File: src/rtl/vga_sync_gen.sv
`timescale 1ns/1ps
// VGA timing generator. A clock-enable divider sets the pixel rate; sync and blank
// decodes are registered from next-state counters so they align with x_pos/y_pos.
module vga_sync_gen #(
    parameter int H_DISPLAY   = 640,
    parameter int H_FRONT     = 16,
    parameter int H_SYNC      = 96,
    parameter int H_BACK      = 48,
    parameter int V_DISPLAY   = 480,
    parameter int V_FRONT     = 10,
    parameter int V_SYNC      = 2,
    parameter int V_BACK      = 33,
    parameter int CLK_DIV     = 2,      // legal range 1..16
    parameter bit SYNC_ACTIVE = 1'b0
) (
    input  logic       clk,
    input  logic       reset,
    output logic       pixel_tick,
    output logic [9:0] x_pos,
    output logic [9:0] y_pos,
    output logic       hsync,
    output logic       vsync,
    output logic       video_on,
    output logic       frame_start
);

    localparam int H_TOTAL = H_DISPLAY + H_FRONT + H_SYNC + H_BACK;
    localparam int V_TOTAL = V_DISPLAY + V_FRONT + V_SYNC + V_BACK;

    localparam logic [9:0] H_LAST   = 10'(H_TOTAL - 1);
    localparam logic [9:0] V_LAST   = 10'(V_TOTAL - 1);
    localparam logic [9:0] H_VIS    = 10'(H_DISPLAY);
    localparam logic [9:0] V_VIS    = 10'(V_DISPLAY);
    localparam logic [9:0] HS_START = 10'(H_DISPLAY + H_FRONT);
    localparam logic [9:0] HS_END   = 10'(H_DISPLAY + H_FRONT + H_SYNC);
    localparam logic [9:0] VS_START = 10'(V_DISPLAY + V_FRONT);
    localparam logic [9:0] VS_END   = 10'(V_DISPLAY + V_FRONT + V_SYNC);
    localparam logic [3:0] DIV_LAST = 4'(CLK_DIV - 1);
    localparam logic       SYNC_ON  = SYNC_ACTIVE;
    localparam logic       SYNC_OFF = ~SYNC_ACTIVE;

    function automatic logic in_window(input logic [9:0] v,
                                       input logic [9:0] lo,
                                       input logic [9:0] hi);
        return (v >= lo) && (v < hi);
    endfunction

    function automatic logic sync_level(input logic active);
        return active ? SYNC_ON : SYNC_OFF;
    endfunction

    logic [3:0] div_cnt;
    logic [9:0] h_cnt;
    logic [9:0] v_cnt;

    logic       adv_p0;
    logic       h_wrap_p0;
    logic       v_wrap_p0;
    logic       frame_p0;
    logic [3:0] div_nxt_p0;
    logic [9:0] h_nxt_p0;
    logic [9:0] v_nxt_p0;

    // Stage p0: next-state counters; they move only on the divider terminal count
    always_comb begin
        adv_p0     = (div_cnt == DIV_LAST);
        h_wrap_p0  = (h_cnt == H_LAST);
        v_wrap_p0  = (v_cnt == V_LAST);
        div_nxt_p0 = adv_p0 ? 4'd0 : div_cnt + 4'd1;
        h_nxt_p0   = h_cnt;
        v_nxt_p0   = v_cnt;
        if (adv_p0) begin
            h_nxt_p0 = h_wrap_p0 ? 10'd0 : h_cnt + 10'd1;
            if (h_wrap_p0) begin
                v_nxt_p0 = v_wrap_p0 ? 10'd0 : v_cnt + 10'd1;
            end
        end
        frame_p0 = adv_p0 && h_wrap_p0 && v_wrap_p0;
    end

    // Stage p1: state and decodes, so hsync/vsync/video_on track x_pos/y_pos with zero skew
    always_ff @(posedge clk or negedge reset) begin
        if (!reset) begin
            div_cnt     <= 4'd0;
            h_cnt       <= 10'd0;
            v_cnt       <= 10'd0;
            pixel_tick  <= 1'b0;
            frame_start <= 1'b0;
            video_on    <= 1'b0;
            hsync       <= SYNC_OFF;
            vsync       <= SYNC_OFF;
        end else begin
            div_cnt     <= div_nxt_p0;
            h_cnt       <= h_nxt_p0;
            v_cnt       <= v_nxt_p0;
            pixel_tick  <= adv_p0;
            frame_start <= frame_p0;
            video_on    <= (h_nxt_p0 < H_VIS) && (v_nxt_p0 < V_VIS);
            hsync       <= sync_level(in_window(h_nxt_p0, HS_START, HS_END));
            vsync       <= sync_level(in_window(v_nxt_p0, VS_START, VS_END));
        end
    end

    assign x_pos = h_cnt;
    assign y_pos = v_cnt;

endmodule

File: config.mk
export PLATFORM = sky130hd
export DESIGN_NAME = vga_sync_gen
export DESIGN_NICKNAME = d
export VERILOG_FILES = /design/src/rtl/vga_sync_gen.sv
export SDC_FILE = /design/constraint.sdc
export NUM_CORES = 1
export LEC_CHECK = 0
export CORE_MARGIN = 8
export CORE_UTILIZATION = 35
export CTS_CLUSTER_SIZE = 10
export DETAILED_ROUTE_END_ITERATION = 7
export GPL_ROUTABILITY_DRIVEN = 0
export GPL_TIMING_DRIVEN = 1
export PLACE_DENSITY = 0.58
export SLEW_MARGIN = 0
export SYNTH_ARGS = -nofsm -noshare
export SYNTH_HDL_FRONTEND = slang
export SYNTH_SLANG_ARGS = --single-unit
File: constraint.sdc
create_clock -name clk -period 2.3 [get_ports clk]
set_clock_uncertainty 0.2 [all_clocks]
set_input_delay 0.345 -clock clk [delete_from_list [all_inputs] [get_ports clk]]
set_output_delay 0.345 -clock clk [all_outputs]
set_load 0.005 [all_outputs]
## Word level (Yosys, flattened, before mapping)

Cells that the tools add are included.

| operators by class | value |
|---|---|
| add/subtract/negate cells | 3 |
| muxes and demuxes | 8 |
| equal/unequal tests | 3 |
| reductions and logical operators | 5 |
| $lt $le $gt $ge | 6 |

Operators with widths:

| cell | number |
|---|---|
| two-way mux 10 bit | 5 |
| adder 10 x 1 -> 10 bit (second input constant) | 2 |
| == test 10 bit (second input constant) | 2 |
| < comparator 10 bit (second input constant) | 2 |
| < comparator 10 x 9 -> 1 bit (second input constant) | 2 |
| >= comparator 10 bit (second input constant) | 1 |
| >= comparator 10 x 9 -> 1 bit (second input constant) | 1 |
| logical AND 1 bit | 5 |
| adder 4 x 1 -> 4 bit (second input constant) | 1 |
| == test 4 x 1 -> 1 bit (second input constant) | 1 |
| two-way mux 4 bit | 1 |
| two-way mux 1 bit | 2 |

| storage, ports and cells | value |
|---|---|
| output and inout port bits | 25 |
| bits in registers | 29 |

## Depth between registers and ports, before layout

| depth | value |
|---|---|
| depth after elaboration | 7 |
| depth in mapped cells | 8 |
| mapped depth without buffers | 7 |

## Worst setup path before layout

No wires, ideal clock.

| timing path | value |
|---|---|
| path type | flip-flop to flip-flop |
| from | register div_cnt[1] |
| to | register video_on |
| cell stages (with the launch flop) | 8 |
| slack | -32 ps |
| arrival time | 1997 ps |
| cell sequence | dfrtp_1 -> or4b_1 -> buf_4 -> clkinv_4 -> nand4_4 -> or4_4 -> a22oi_2 -> a211oi_1 |

| between the ends | value |
|---|---|
| word-level cells in the longest chain between the ends | 4 |

Ends and longest elaborated chain:

| element | RTL line | RTL |
|---|---|---|
| start: declaration | 52 | `logic [3:0] div_cnt;` |
| start signal: assignment | 93 | `div_cnt <= div_nxt_p0;` |
| == test 4 x 1 -> 1 bit (*) | 66 | `adv_p0 = (div_cnt == DIV_LAST);` |
| named net adv_p0 | 56 | `logic adv_p0;` |
| two-way mux 10 bit | 72 | `if (adv_p0) begin` |
| < comparator 10 bit or < comparator 10 x 9 -> 1 bit (tied branches) | 98 | `video_on <= (h_nxt_p0 < H_VIS) && (v_nxt_p0 < V_VIS);` |
| logical AND 1 bit (*) | 98 |  |
| end signal: assignment | 98 |  |
| end: declaration | 23 | `output logic video_on,` |

Mark *: on every way through the listed nets, which the timed path passes. The rest lies on a longest branch.

## Final worst setup path

| timing path | value |
|---|---|
| from | register div_cnt[3] |
| to | register video_on |

| between the ends | value |
|---|---|
| word-level cells in the longest chain between the ends | 4 |

Ends and longest elaborated chain:

| element | RTL line | RTL |
|---|---|---|
| == test 4 x 1 -> 1 bit | 66 |  |
| two-way mux 10 bit | 72 |  |
| named net h_nxt_p0[8] | 61 | `logic [9:0] h_nxt_p0;` |
| < comparator 10 bit | 98 |  |
| logical AND 1 bit | 98 |  |

The timed path passes the listed nets, and every way through them passes these cells.

==> flow_summary.ini <==
[synthesis]
asyncSetResetFlopFracSynth_pct = 100
synth_top_family_by_area = simple AND/OR/NAND/NOR gates
synth_flop_cell = sky130_fd_sc_hd__dfrtp_1
synth.top_cells.by_area = sky130_fd_sc_hd__dfrtp_1 (45%), sky130_fd_sc_hd__nand2_1 (5.0%), sky130_fd_sc_hd__nand3_1 (3.6%)
synthAdderAreaFrac_pct = 2.48
yosys_warnings = 0
synth-edff-count = 0
syn_area_um2 = 1510
synth_simple_gate_area_share_pct = 28.4
syn_area_per_cell_um2 = 9.75
post_synth_mux_area_share_pct = 1.41
synth.yosys.seq_area_share_pct = 48.2
synthesis.nets = 160
synth.lib_cells_used.distinct = 45
yosysTopAreaCellShare_pct = 44.7
synth_area_leader_cell = sky130_fd_sc_hd__dfrtp_1
synth_xor_xnor_area_share_pct = 5.79
synth_cells = 155
compound_gate_portion_of_the_synthesized_area_pct = 10.0
ys_seq_elements = 29

[route]
drt.antenna.violating_nets = 0
firstDrtPassIters = 4
avgViaCountPerCell = 5.30
wire_length_reported_by_the_detailed_router_mm = 3.96
drc_violations = 0
via_count = 1382
wl_per_cell_um = 15.2
detailedRoute.firstIterationViolations = 64

[timing]
timing.slew.headroom_pct = 69.6
number_of_failing_hold_endpoints_at_the_final_stage = 0
max_freq_mhz = 443
fin_crit_sh_pct = 98.1
maxSlewViolCount = 0
timing.final.crit_period_ps = 2260
worst_slack_ps = 43.4
worstMarginPinSlew_ps = 452
unrepaired_setup_endpoints_after_global_routing = no
setup_violations = 0

[worst_setup_path]
critPathLaunch = div_cnt[3]
critical_path.reg2reg.endpoint = video_on
slowest_delay_ps = 580
critical_path_peak_fanout = 6
setup.worst_path.end_class = flip-flop
ff2ff_setup_slack_ps = 40
worstPathArrival_ps = 2240
worstPathCellList = or4b_4 > buf_4 > o31ai_1 > a21oi_1 > or2_1 > a211oi_1
critPathRequiredTime_ps = 2290
timing.reg2reg.worst_path_depth = 6
crit-reg2reg-launch = div_cnt[3]
kind_of_launch_point_of_the_worst_setup_path = flip-flop
timing.critical_path.slowest_stage_cell = sky130_fd_sc_hd__or4b_4
setup.worst_path.class = reg2reg

[floorplan]
die_span_in_y_um = 81.7
design.core.area_um2 = 4260
fp-row-count = 24
initial_utilization_pct = 35.4
io-pin-count = 27
die_w_um = 81.7
floorplan.die_area_um2 = 6680

[global_routing]
grt_remaining_overflow = 0
via_count_of_the_first_global_routing_pass = 1360
wire_length_of_the_first_global_routing_pass_mm = 6.42
antenna_found_initial = 0
track_usage_pct = 12.7
pin_count_of_the_biggest_net_entering_global_routing = 30

[placement]
port_buffers = 26
dpl.hpwl_mm = 2.94
place_worst_setup_slack_ps = -65.2

[clocking]
cts_max_level = 2
clock_tree.root_cell = sky130_fd_sc_hd__clkbuf_8
clock_insertion_delay_worst_skew_ps = 280
clockBufferDepth = 2
post_cts_hold_buffer_count = 0
cts_tree = done
cts-buffers-inserted = 5
post_cts_buffers = 0
cts.sink_count = 29
path_clk_slew_ps = 60

[cells_and_area]
p_r_area_growth_vs_syn_pct = 40.7
share_of_post_route_cells_with_drive_strength_above_1_pct = 22.0
insertedDiodeCount = 0
mostFrequentLayoutCell = sky130_fd_sc_hd__dfrtp_1
num-nets-final = 213
mostFrequentLayoutCells = sky130_fd_sc_hd__dfrtp_1 (27), sky130_fd_sc_hd__clkdlybuf4s50_1 (26), sky130_fd_sc_hd__buf_4 (25)
final_core_utilization_pct = 49.9
layout.filler_cells = 399

[power]
vdd_ir_drop_max_mv = 0.242
power.density_nw_per_um2 = 447
p_leak_nw = 0.905

[outcome]
outcome = completed

[run]
cap_viol_max_count = 0

[worst_hold_path]
min-delay-path-class = in2async
[cell families (layout without fill, tap and decap cells)]
| family | count (synthesis) | in the layout |
|---|---|---|
| simple gates | 76 | 76 |
| buf+inv | 12 | 66 |
| fa+ha+maj | 3 | 3 |
| xor+xnor | 10 | 10 |
| flops | 29 | 29 |
| compound gates | 23 | 23 |
| mux | 2 | 2 |
[Yosys cell counts (all sizes together) (3+ instances only)]
cell	count
dfrtp	27
inv	6
nor3	3
xor2	4
nand2b	3
xnor2	6
nand4	6
a21oi	5
buf	3
nor2	11
nand2	20
or4	5
ha	3
nand3	11
o21ai	7
[layout make-up]
type                       count  area [um2]  area share, %
multi-input combinational    114         764           35.9
sequential                    29         728           34.2
timing repair buffer          51         448           21.1
clock buffer                   8        90.1           4.24
tap                           52        65.1           3.06
inverter                       7        31.3           1.47
[report_power, final]
part / internal [mW] / leakage [nW] / switching [mW]
Clock: 0.243 / 0.0455 / 0.184
Combinational: 0.00260 / 0.481 / 0.0101
Sequential: 0.511 / 0.379 / 0
Total: 0.757 / 0.905 / 0.194
[sequential cells by signal, summed over array words and instances (netlist names)]
name,cells
hsync,1
x_pos,10
video_on,1
vsync,1
frame_start,1
y_pos,10
div_cnt,4
pixel_tick,1
[critical path, delay by kind of cell, from the launching register on]
family                 cells  cell delay [ps]
flip-flops                 1              390
AND/OR/NAND/NOR            2              820
AO/OA/AOI/OAI              3              580
buffers and inverters      1              190
[per-stage QoR]
| stage | total power [mW] | cells | hold WS (ps) | area (um2) | TNS [ps] |
|---|---|---|---|---|---|
| 2_1_floorplan | 0.520 | 155 | -151 | 1520 | 0 |
| 5_1_grt | 0.995 | 261 | 281 | 2130 | 0 |
| 4_1_cts | 0.972 | 261 | 263 | 2100 | 0 |
| 3_3_place_gp | 0.533 | 253 | 314 | 2000 | -24.1 |
| 6_report | 0.951 | 261 | 259 | 2130 | 0 |
| 3_5_place_dp | 0.533 | 253 | 343 | 2000 | -154 |
[how the worst max path moves through the flow]
stage	to	depth (start not counted)	slack [ps]
floorplan	video_on	7	9
global placement	video_on	6	-20
detailed placement	video_on	6	-70
CTS	video_on	6	7
global route	video_on	6	0.2
finish	video_on	6	40
[layer usage]
metal / wire length (um) / vias up / global-route usage [%]
met1: 1700 / 661 / 14.1
met2: 1880 / 51 / 20.9
li1: - / 662 / -
met4: 77 / 0 / 6.32
met5: 0 / - / 0
met3: 304 / 8 / 4.81
[timing repair]
item                                    in CTS  in global routing
gates cloned                                 0                  0
endpoints found under the setup margin       3                  3
gates resized for setup                      3                  5
pin swaps                                    0                  2
(Power assumes the default switching activity.)
